--- config.mk ---
export PLATFORM = sky130hd
export DESIGN_NAME = tmds_encoder_dvi
export DESIGN_NICKNAME = d
export VERILOG_FILES = /design/src/rtl/tmds_encoder_dvi.sv
export SDC_FILE = /design/constraint.sdc
export NUM_CORES = 1
export LEC_CHECK = 0
export BUFFER_PORTS_ARGS = -buffer_cell sky130_fd_sc_hd__buf_2
export CAP_MARGIN = 40
export CORE_MARGIN = 2
export CORE_UTILIZATION = 30
export CTS_CLUSTER_SIZE = 40
export DETAILED_ROUTE_END_ITERATION = 16
export PLACE_DENSITY = 0.45
export SYNTH_ARGS = -nofsm -noshare
export SYNTH_HDL_FRONTEND = slang
export SYNTH_SLANG_ARGS = --single-unit
--- constraint.sdc ---
create_clock -name clk_pix -period 4.76 [get_ports clk_pix]
set_input_delay 0.476 -clock clk_pix [delete_from_list [all_inputs] [get_ports clk_pix]]
set_output_delay 0.476 -clock clk_pix [all_outputs]
set_load 0.02 [all_outputs]
--- src/rtl/tmds_encoder_dvi.sv ---
// DVI 1.0 TMDS 8b/10b encoder for one colour channel.
// Stage 1 minimises transitions; stage 2 balances DC using a running bias.
module tmds_encoder_dvi #(
    parameter int unsigned BIAS_W = 5
) (
    input  logic       clk_pix,
    input  logic       rst_pix_n,
    input  logic       de,
    input  logic [1:0] ctrl,
    input  logic [7:0] data,
    output logic [9:0] tmds
);

    localparam logic [9:0] CTRL_00 = 10'b1101010100;
    localparam logic [9:0] CTRL_01 = 10'b0010101011;
    localparam logic [9:0] CTRL_10 = 10'b0101010100;
    localparam logic [9:0] CTRL_11 = 10'b1010101011;

    localparam logic signed [BIAS_W-1:0] ZERO  = '0;
    localparam logic signed [BIAS_W-1:0] TWO   = BIAS_W'(2);
    localparam logic signed [BIAS_W-1:0] EIGHT = BIAS_W'(8);

    function automatic logic [3:0] popcount8(input logic [7:0] v);
        logic [3:0] cnt;
        cnt = '0;
        for (int i = 0; i < 8; i++) begin
            cnt = cnt + {3'b000, v[i]};
        end
        return cnt;
    endfunction

    // Chain each bit against the previous encoded bit; bit 8 records XOR (1) or XNOR (0).
    function automatic logic [8:0] minimise(input logic [7:0] d);
        logic [8:0] q;
        logic [3:0] n1;
        logic       use_xnor;
        n1       = popcount8(d);
        use_xnor = (n1 > 4'd4) || ((n1 == 4'd4) && !d[0]);
        q        = '0;
        q[0]     = d[0];
        for (int i = 1; i < 8; i++) begin
            q[i] = use_xnor ? ~(q[i-1] ^ d[i]) : (q[i-1] ^ d[i]);
        end
        q[8] = ~use_xnor;
        return q;
    endfunction

    // Stage 1 registers
    logic [8:0] qm_q;
    logic       de_q;
    logic [1:0] ctrl_q;

    // Stage 2 state
    logic signed [BIAS_W-1:0] bias_q, bias_d;
    logic [9:0]               tmds_d;

    logic [8:0]               qm_d;
    logic [3:0]               n1q;
    logic signed [BIAS_W-1:0] n1q_ext;
    logic signed [BIAS_W-1:0] diff;
    logic                     qm8;
    logic [7:0]               qm_lo;

    always_comb begin
        qm_d = minimise(data);
    end

    always_comb begin
        tmds_d  = CTRL_00;
        bias_d  = ZERO;
        qm8     = qm_q[8];
        qm_lo   = qm_q[7:0];
        n1q     = popcount8(qm_lo);
        n1q_ext = {{(BIAS_W - 4){1'b0}}, n1q};
        // diff = n1q - n0q = 2*n1q - 8
        diff    = n1q_ext + n1q_ext - EIGHT;

        if (de_q) begin
            if ((bias_q == ZERO) || (diff == ZERO)) begin
                tmds_d = {~qm8, qm8, (qm8 ? qm_lo : ~qm_lo)};
                bias_d = qm8 ? (bias_q + diff) : (bias_q - diff);
            end else if (bias_q[BIAS_W-1] == diff[BIAS_W-1]) begin
                // Both nonzero with the same sign: invert to pull the bias back.
                tmds_d = {1'b1, qm8, ~qm_lo};
                bias_d = bias_q - diff + (qm8 ? TWO : ZERO);
            end else begin
                tmds_d = {1'b0, qm8, qm_lo};
                bias_d = bias_q + diff - (qm8 ? ZERO : TWO);
            end
        end else begin
            bias_d = ZERO;
            unique case (ctrl_q)
                2'b00:   tmds_d = CTRL_00;
                2'b01:   tmds_d = CTRL_01;
                2'b10:   tmds_d = CTRL_10;
                default: tmds_d = CTRL_11;
            endcase
        end
    end

    always_ff @(posedge clk_pix) begin
        if (!rst_pix_n) begin
            qm_q   <= '0;
            de_q   <= 1'b0;
            ctrl_q <= 2'b00;
            tmds   <= CTRL_00;
            bias_q <= ZERO;
        end else begin
            qm_q   <= qm_d;
            de_q   <= de;
            ctrl_q <= ctrl;
            tmds   <= tmds_d;
            bias_q <= bias_d;
        end
    end

endmodule

== After elaboration in Yosys (flattened, before gate mapping) ==
Index checks and enable logic that the tools add are counted.

* Input bits: 13
* Word-level logic and storage cells: 72
* Output and inout port bits: 10
* Register bits: 27

* Magnitude comparators: 1
* Muxes and demuxes: 17
* Reduce and logical (&&, ||, !) cells: 8
* $add $sub $neg: 20
* Eq/ne operators: 4
* Bitwise gates (word level): 17

{| class="wikitable"
|+ Operators with widths
! operator !! number
|-
| adder 4 x 1 -> 4 bit || 8
|-
| two-way mux 10 bit || 3
|-
| one-hot mux 10 bit (3 select lines) || 1
|-
| two-way mux 5 bit || 3
|-
| zero test 5 bit || 2
|-
| inverter 1 bit || 9
|-
| adder 3 x 1 -> 4 bit || 2
|-
| two-way mux 8 bit || 1
|-
| inverter 8 bit || 1
|-
| two-way mux 1 bit || 7
|-
| bitwise XOR 1 bit || 7
|-
| adder 2 x 1 -> 3 bit || 2
|-
| adder 4 x 4 -> 5 bit || 1
|-
| adder 5 x 3 -> 5 bit || 1
|-
| adder 5 bit || 1
|-
| subtractor 5 x 3 -> 5 bit || 1
|-
| subtractor 5 bit || 1
|-
| subtractor 5 bit (second input constant) || 1
|-
| adder 1 x 1 -> 2 bit || 2
|-
| equality test 4 x 3 -> 1 bit (second input constant) || 1
|-
| greater-than comparator 4 x 3 -> 1 bit (second input constant) || 1
|-
| two-way mux 2 bit || 2
|-
| equality test 2 x 1 -> 1 bit (second input constant) || 1
|-
| equality test 2 bit (second input constant) || 1
|-
| other kinds (6) || 7
|}

== Logic depth before layout (Yosys ltp) ==
* Depth in word-level cells: 29
* Mapped depth: 15
* Mapped depth without buffers: 15

== Worst setup path before layout ==
Ideal clock, no wire load.

* Path kind: register to register
* From: register qm_q[0]
* To: register bias_q[4]
* Path slack: 0.547 ns
* Arrival: 4.078 ns
* Stages on the path, launching flop included: 16
* Library setup time: 0.135 ns
* Cells stage by stage: dfxtp_1 > fa_1 > inv_1 > fa_1 > fa_1 > inv_1 > ha_1 > fa_1 > xor2_1 > ha_1 > buf_4 > or3b_1 > and2_1 > and3_1 > mux2i_1 > a311oi_2

* Cells in the longest elaborated chain, start to end: 13
* Elaborated cells between the ends (all ways): 19
* Classes of those cells: add/sub: 13; eq/ne: 1; mux: 3; reduce/logical: 2

{| class="wikitable"
|+ Ends and longest elaborated chain
! element !! RTL line !! source
|-
| start: declaration || 49 || <nowiki>logic [8:0] qm_q;</nowiki>
|-
| start signal: assignment || 109 || <nowiki>qm_q <= qm_d;</nowiki>
|-
| adder 1 x 1 -> 2 bit * || 27 || <nowiki>cnt = cnt + {3'b000, v[i]};</nowiki>
|-
| adder 2 x 1 -> 3 bit * || 27 ||
|-
| adder 3 x 1 -> 4 bit * || 27 ||
|-
| adder 4 x 1 -> 4 bit * (4 in series) || 27 ||
|-
| adder 4 x 4 -> 5 bit * || 76 || <nowiki>diff = n1q_ext + n1q_ext - EIGHT;</nowiki>
|-
| subtractor 5 bit * || 76 ||
|-
| adder 5 bit / subtractor 5 bit (equally long branches) || 81, 88, 85 ||
|-
| subtractor 5 x 3 -> 5 bit / adder 5 x 3 -> 5 bit (equally long branches) || 88, 85 ||
|-
| two-way mux 5 bit || 82 || <nowiki>end else if (bias_q[BIAS_W-1] == diff[BIAS_W-1]) begin</nowiki>
|-
| two-way mux 5 bit * || 79 || <nowiki>if ((bias_q == ZERO) || (diff == ZERO)) begin</nowiki>
|-
| end signal: assignment || 113 || <nowiki>bias_q <= bias_d;</nowiki>
|-
| end: declaration || 54 || <nowiki>logic signed [BIAS_W-1:0] bias_q, bias_d;</nowiki>
|}

Every way passes the cells marked *; elsewhere a longest branch is shown, timed or not.
A chain may end at the register's enable or synchronous reset.

== Final worst setup path ==
Same ends and word-level chain as after synthesis.

==> qor.tcl <==
set qor(run_status) {finished clean}
set qor(pin_count) 23
set qor(grt_setup_unrepaired) {false}
set qor(remaining_drc_errors) 0
set qor(fp-row-count) 31
set qor(min_path_cells) 2
set qor(regToRegEndpoint) {bias_q[4]$_SDFF_PN0_}
set qor(finalHoldViolations) 0
set qor(vias_per_cell) 4.82
set qor(worst_path_dominant_cell_family) {adder cells}
set qor(postSynthRegisterBits) 26
set qor(drive_gt1_frac) 0.185
set qor(cts-buffers-inserted) 3
set qor(max-cap-violations) 0
set qor(grt_start_max_net_pins) 20
set qor(timing.clock.skew_ns) 0.00658
set qor(clk_latency_ns) 0.27
set qor(holdPathEnd) {ctrl_q[1]$_SDFF_PN0_}
set qor(worst_setup_hold_path_clk_slew_ns) 0.09
set qor(wl_per_cell_um) 12.8
set qor(fin_tns_setup_ns) 0
set qor(final.period_utilization) 0.939
set qor(detailedRoute.firstIterationViolations) 90
set qor(grt_remaining_overflow) 0
set qor(postCtsResizedCells) 0
set qor(synthesis.area_um2) 2260
set qor(slowest_stage) {sky130_fd_sc_hd__fa_1}
set qor(path_cells) {fa_1, inv_1, fa_1, fa_1, inv_1, ha_1, fa_1, xor2_1, ha_1, or3b_1, and2_1, and3_1, mux2i_1, a311oi_2}
set qor(crit_path_start_kind) {flip-flop}
set qor(slew_limit_headroom) 0.565
set qor(worst-r2r-cell-count) 14
set qor(synthDistinctLibCells) 56
set qor(detailed_router_iteration_count_before_antenna_repair) 4
set qor(initial_utilization) 0.311
set qor(fp.dieArea_um2) 8230
set qor(fmax_mhz) 224
set qor(crit_path_end_kind) {flip-flop}
set qor(max_slew_violation_count) 0
set qor(hold_buffers) 0
set qor(synth.net_count) 303
set qor(cts-root-buf) {sky130_fd_sc_hd__clkbuf_8}
set qor(coreArea_um2) 7250
set qor(grt.total_usage) 0.122
set qor(critical_path.max_fanout) 10
set qor(critical-path-max-stage-delay_ns) 0.55
set qor(synth.yosys.seq_area_share) 0.231
set qor(grt_first_pass_wirelength_um) 8420
set qor(min-delay-path-class) {in -> reg}
set qor(postSynthAreaPerCell_um2) 8.75
set qor(place_hpwl_um) 3850
set qor(synthesis.instances) 258
set qor(die_width_um) 90.7
set qor(critical_path.most_common_cell) {sky130_fd_sc_hd__fa_1}
set qor(setup-violations-final) 0
set qor(filler_cell_count) 764
set qor(post-route-min-period_ns) 4.47
set qor(cp.buffers_inverters) 2
set qor(cts_max_path_buffers) 2
set qor(startpoint_of_the_lowest_slack_register_to_register_path) {qm_q[0]$_SDFF_PN0_}
set qor(arrival_ns) 4.61
set qor(layout.nets) 322
set qor(clock-sinks) 26
set qor(syn2layout_area_growth_pct) 11.0
set qor(cp.required_ns) 4.90
set qor(die_h_um) 90.7
set qor(wl_um) 4810
set qor(synth-warning-count) 0
set qor(antenna_cells_inserted) 0
set qor(gp_congestion) 0.761
set qor(dr_total_vias) 1807
set qor(number_of_antenna_violations_at_the_first_check_in_global_routing) 0
set qor(holdCritStartpoint) {ctrl[1]}
set qor(vias_in_the_first_global_route) 1744
set qor(worst_pin_slew_ns) 0.652
set qor(cts-htree-levels) 1
set qor(ff_to_ff_setup_slack_ns) 0.29
set qor(post_cts.repair.setup_buffers) 0
set qor(tritoncts) {built}
set qor(detail-route-antenna-nets) 0
set qor(critical_setup_path_class) {reg -> reg}
set qor(portBuffers) 22
==> cell usage in the layout, fill, tap and decap left out, types with 2 or more instances in the layout <==
| master | n |
|---|---|
| sky130_fd_sc_hd__a311oi_2 | 2 |
| sky130_fd_sc_hd__buf_2 | 23 |
| sky130_fd_sc_hd__nor3_2 | 2 |
| sky130_fd_sc_hd__a211o_1 | 2 |
| sky130_fd_sc_hd__nor2_1 | 21 |
| sky130_fd_sc_hd__clkbuf_8 | 4 |
| sky130_fd_sc_hd__and2_1 | 8 |
| sky130_fd_sc_hd__ha_1 | 23 |
| sky130_fd_sc_hd__or2_2 | 5 |
| sky130_fd_sc_hd__a2111oi_2 | 2 |
| sky130_fd_sc_hd__a21oi_1 | 13 |
| sky130_fd_sc_hd__xor2_1 | 5 |
| sky130_fd_sc_hd__a21oi_2 | 2 |
| sky130_fd_sc_hd__dfxtp_1 | 26 |
| sky130_fd_sc_hd__fa_1 | 9 |
| sky130_fd_sc_hd__nor3_1 | 6 |
| sky130_fd_sc_hd__nand2b_1 | 4 |
| sky130_fd_sc_hd__xnor2_1 | 12 |
| sky130_fd_sc_hd__o21ai_0 | 4 |
| sky130_fd_sc_hd__nand4_1 | 8 |
| sky130_fd_sc_hd__and3_1 | 2 |
| sky130_fd_sc_hd__nand3_1 | 5 |
| sky130_fd_sc_hd__inv_1 | 33 |
| sky130_fd_sc_hd__nor4_1 | 7 |
| sky130_fd_sc_hd__nand2_1 | 17 |
| sky130_fd_sc_hd__o211ai_1 | 4 |
==> cell type report <==
type | instances | area [um^2] | area share
flip-flops and latches | 26 | 520 | 0.208
repair buffers | 24 | 135 | 0.0539
multi-input cells | 189 | 1550 | 0.618
clock buffers | 4 | 55.1 | 0.0220
inverters | 33 | 124 | 0.0494
well taps | 99 | 124 | 0.0494
==> state kept, by name, summed over array words and instances, names as in the netlist <==
register and cells:
ctrl_q 2, tmds 10, de_q 1, bias_q 4, qm_q 9
==> cell families after synthesis <==
kind of cell	Yosys count	share of synthesized area
and+or+nand+nor	95	0.236
AOI/OAI and AO/OA	43	0.164
DFF	26	0.231
buffers and inverters	43	0.0854
adders and majority gates	32	0.207
xor gates and xnor gates	18	0.0732
muxes	1	0.00443
==> metal layers <==
metal,vias to the layer above,global-route usage,routed length (um)
li1,914,-,-
met1,859,0.178,2510
met2,32,0.195,2140
met3,2,0.0167,132
met4,0,0.0192,28
met5,-,0,0
==> through the flow <==
stage | setup WS (ns) | hold slack, ns | instance area (um^2) | cells | util
final | 0.290 | 0.401 | 2510 | 375 | 0.346
after global routing | 0.0715 | 0.402 | 2510 | 375 | 0.346
after CTS | 0.264 | 0.402 | 2510 | 375 | 0.346
after detailed placement | 0.280 | 0.562 | 2450 | 371 | 0.338
after global placement | 0.370 | 0.574 | 2450 | 370 | 0.337
after floorplan | 0.547 | 0.495 | 2260 | 258 | -
==> worst max-delay path by stage <==
| stage | from | endpoint | slack (ns) | depth (start not counted) |
|---|---|---|---|---|
| 5_1_grt | qm_q[0]$_SDFF_PN0_ | bias_q[4]$_SDFF_PN0_ | 0.07 | 14 |
| 3_5_place_dp | qm_q[0]$_SDFF_PN0_ | bias_q[4]$_SDFF_PN0_ | 0.28 | 14 |
| 6_report | qm_q[0]$_SDFF_PN0_ | bias_q[4]$_SDFF_PN0_ | 0.29 | 14 |
| 2_1_floorplan | qm_q[0]$_SDFF_PN0_ | bias_q[4]$_SDFF_PN0_ | 0.55 | 15 |
| 3_3_place_gp | qm_q[0]$_SDFF_PN0_ | bias_q[4]$_SDFF_PN0_ | 0.37 | 14 |
| 4_1_cts | qm_q[0]$_SDFF_PN0_ | bias_q[4]$_SDFF_PN0_ | 0.26 | 14 |
==> Yosys cell counts, drive strengths merged <==
| cell type | count | area, um^2 |
|---|---|---|
| inv | 33 | 124 |
| dfxtp | 26 | 521 |
| ha | 23 | 288 |
| nor2 | 22 | 98.9 |
| nand2 | 18 | 75.1 |
| a21oi | 15 | 78.8 |
| xnor2 | 12 | 105 |
| fa | 9 | 180 |
| nor3 | 9 | 66.3 |
| and2 | 8 | 50.1 |
| nand4 | 8 | 50.1 |
| buf | 7 | 57.6 |
| nor4 | 7 | 43.8 |
| nand3 | 6 | 35.0 |
| xor2 | 6 | 60.1 |
| o21ai | 5 | 28.8 |
| or2 | 5 | 31.3 |
| nand2b | 4 | 25.0 |
| o211ai | 4 | 30.0 |
| a2111oi | 3 | 57.6 |
| a311oi | 3 | 38.8 |
| clkbuf | 3 | 11.3 |
| a211o | 2 | 17.5 |
| and3 | 2 | 12.5 |
| o31ai | 2 | 20.0 |
| a211oi | 1 | 7.51 |
| a21boi | 1 | 7.51 |
| a21o | 1 | 7.51 |
| a32oi | 1 | 16.3 |
| and2b | 1 | 7.51 |
| mux2i | 1 | 10.0 |
| nor2b | 1 | 6.26 |
| nor3b | 1 | 7.51 |
| o211a | 1 | 10.0 |
| o21bai | 1 | 7.51 |
| o22ai | 1 | 6.26 |
| o311ai | 1 | 26.3 |
| o31a | 1 | 8.76 |
| or3 | 1 | 6.26 |
| or3b | 1 | 8.76 |
| or4 | 1 | 7.51 |
Power is left out: the tool's default activity adds up to more than one toggle a clock period on the data nets, which glitch-free logic cannot reach.
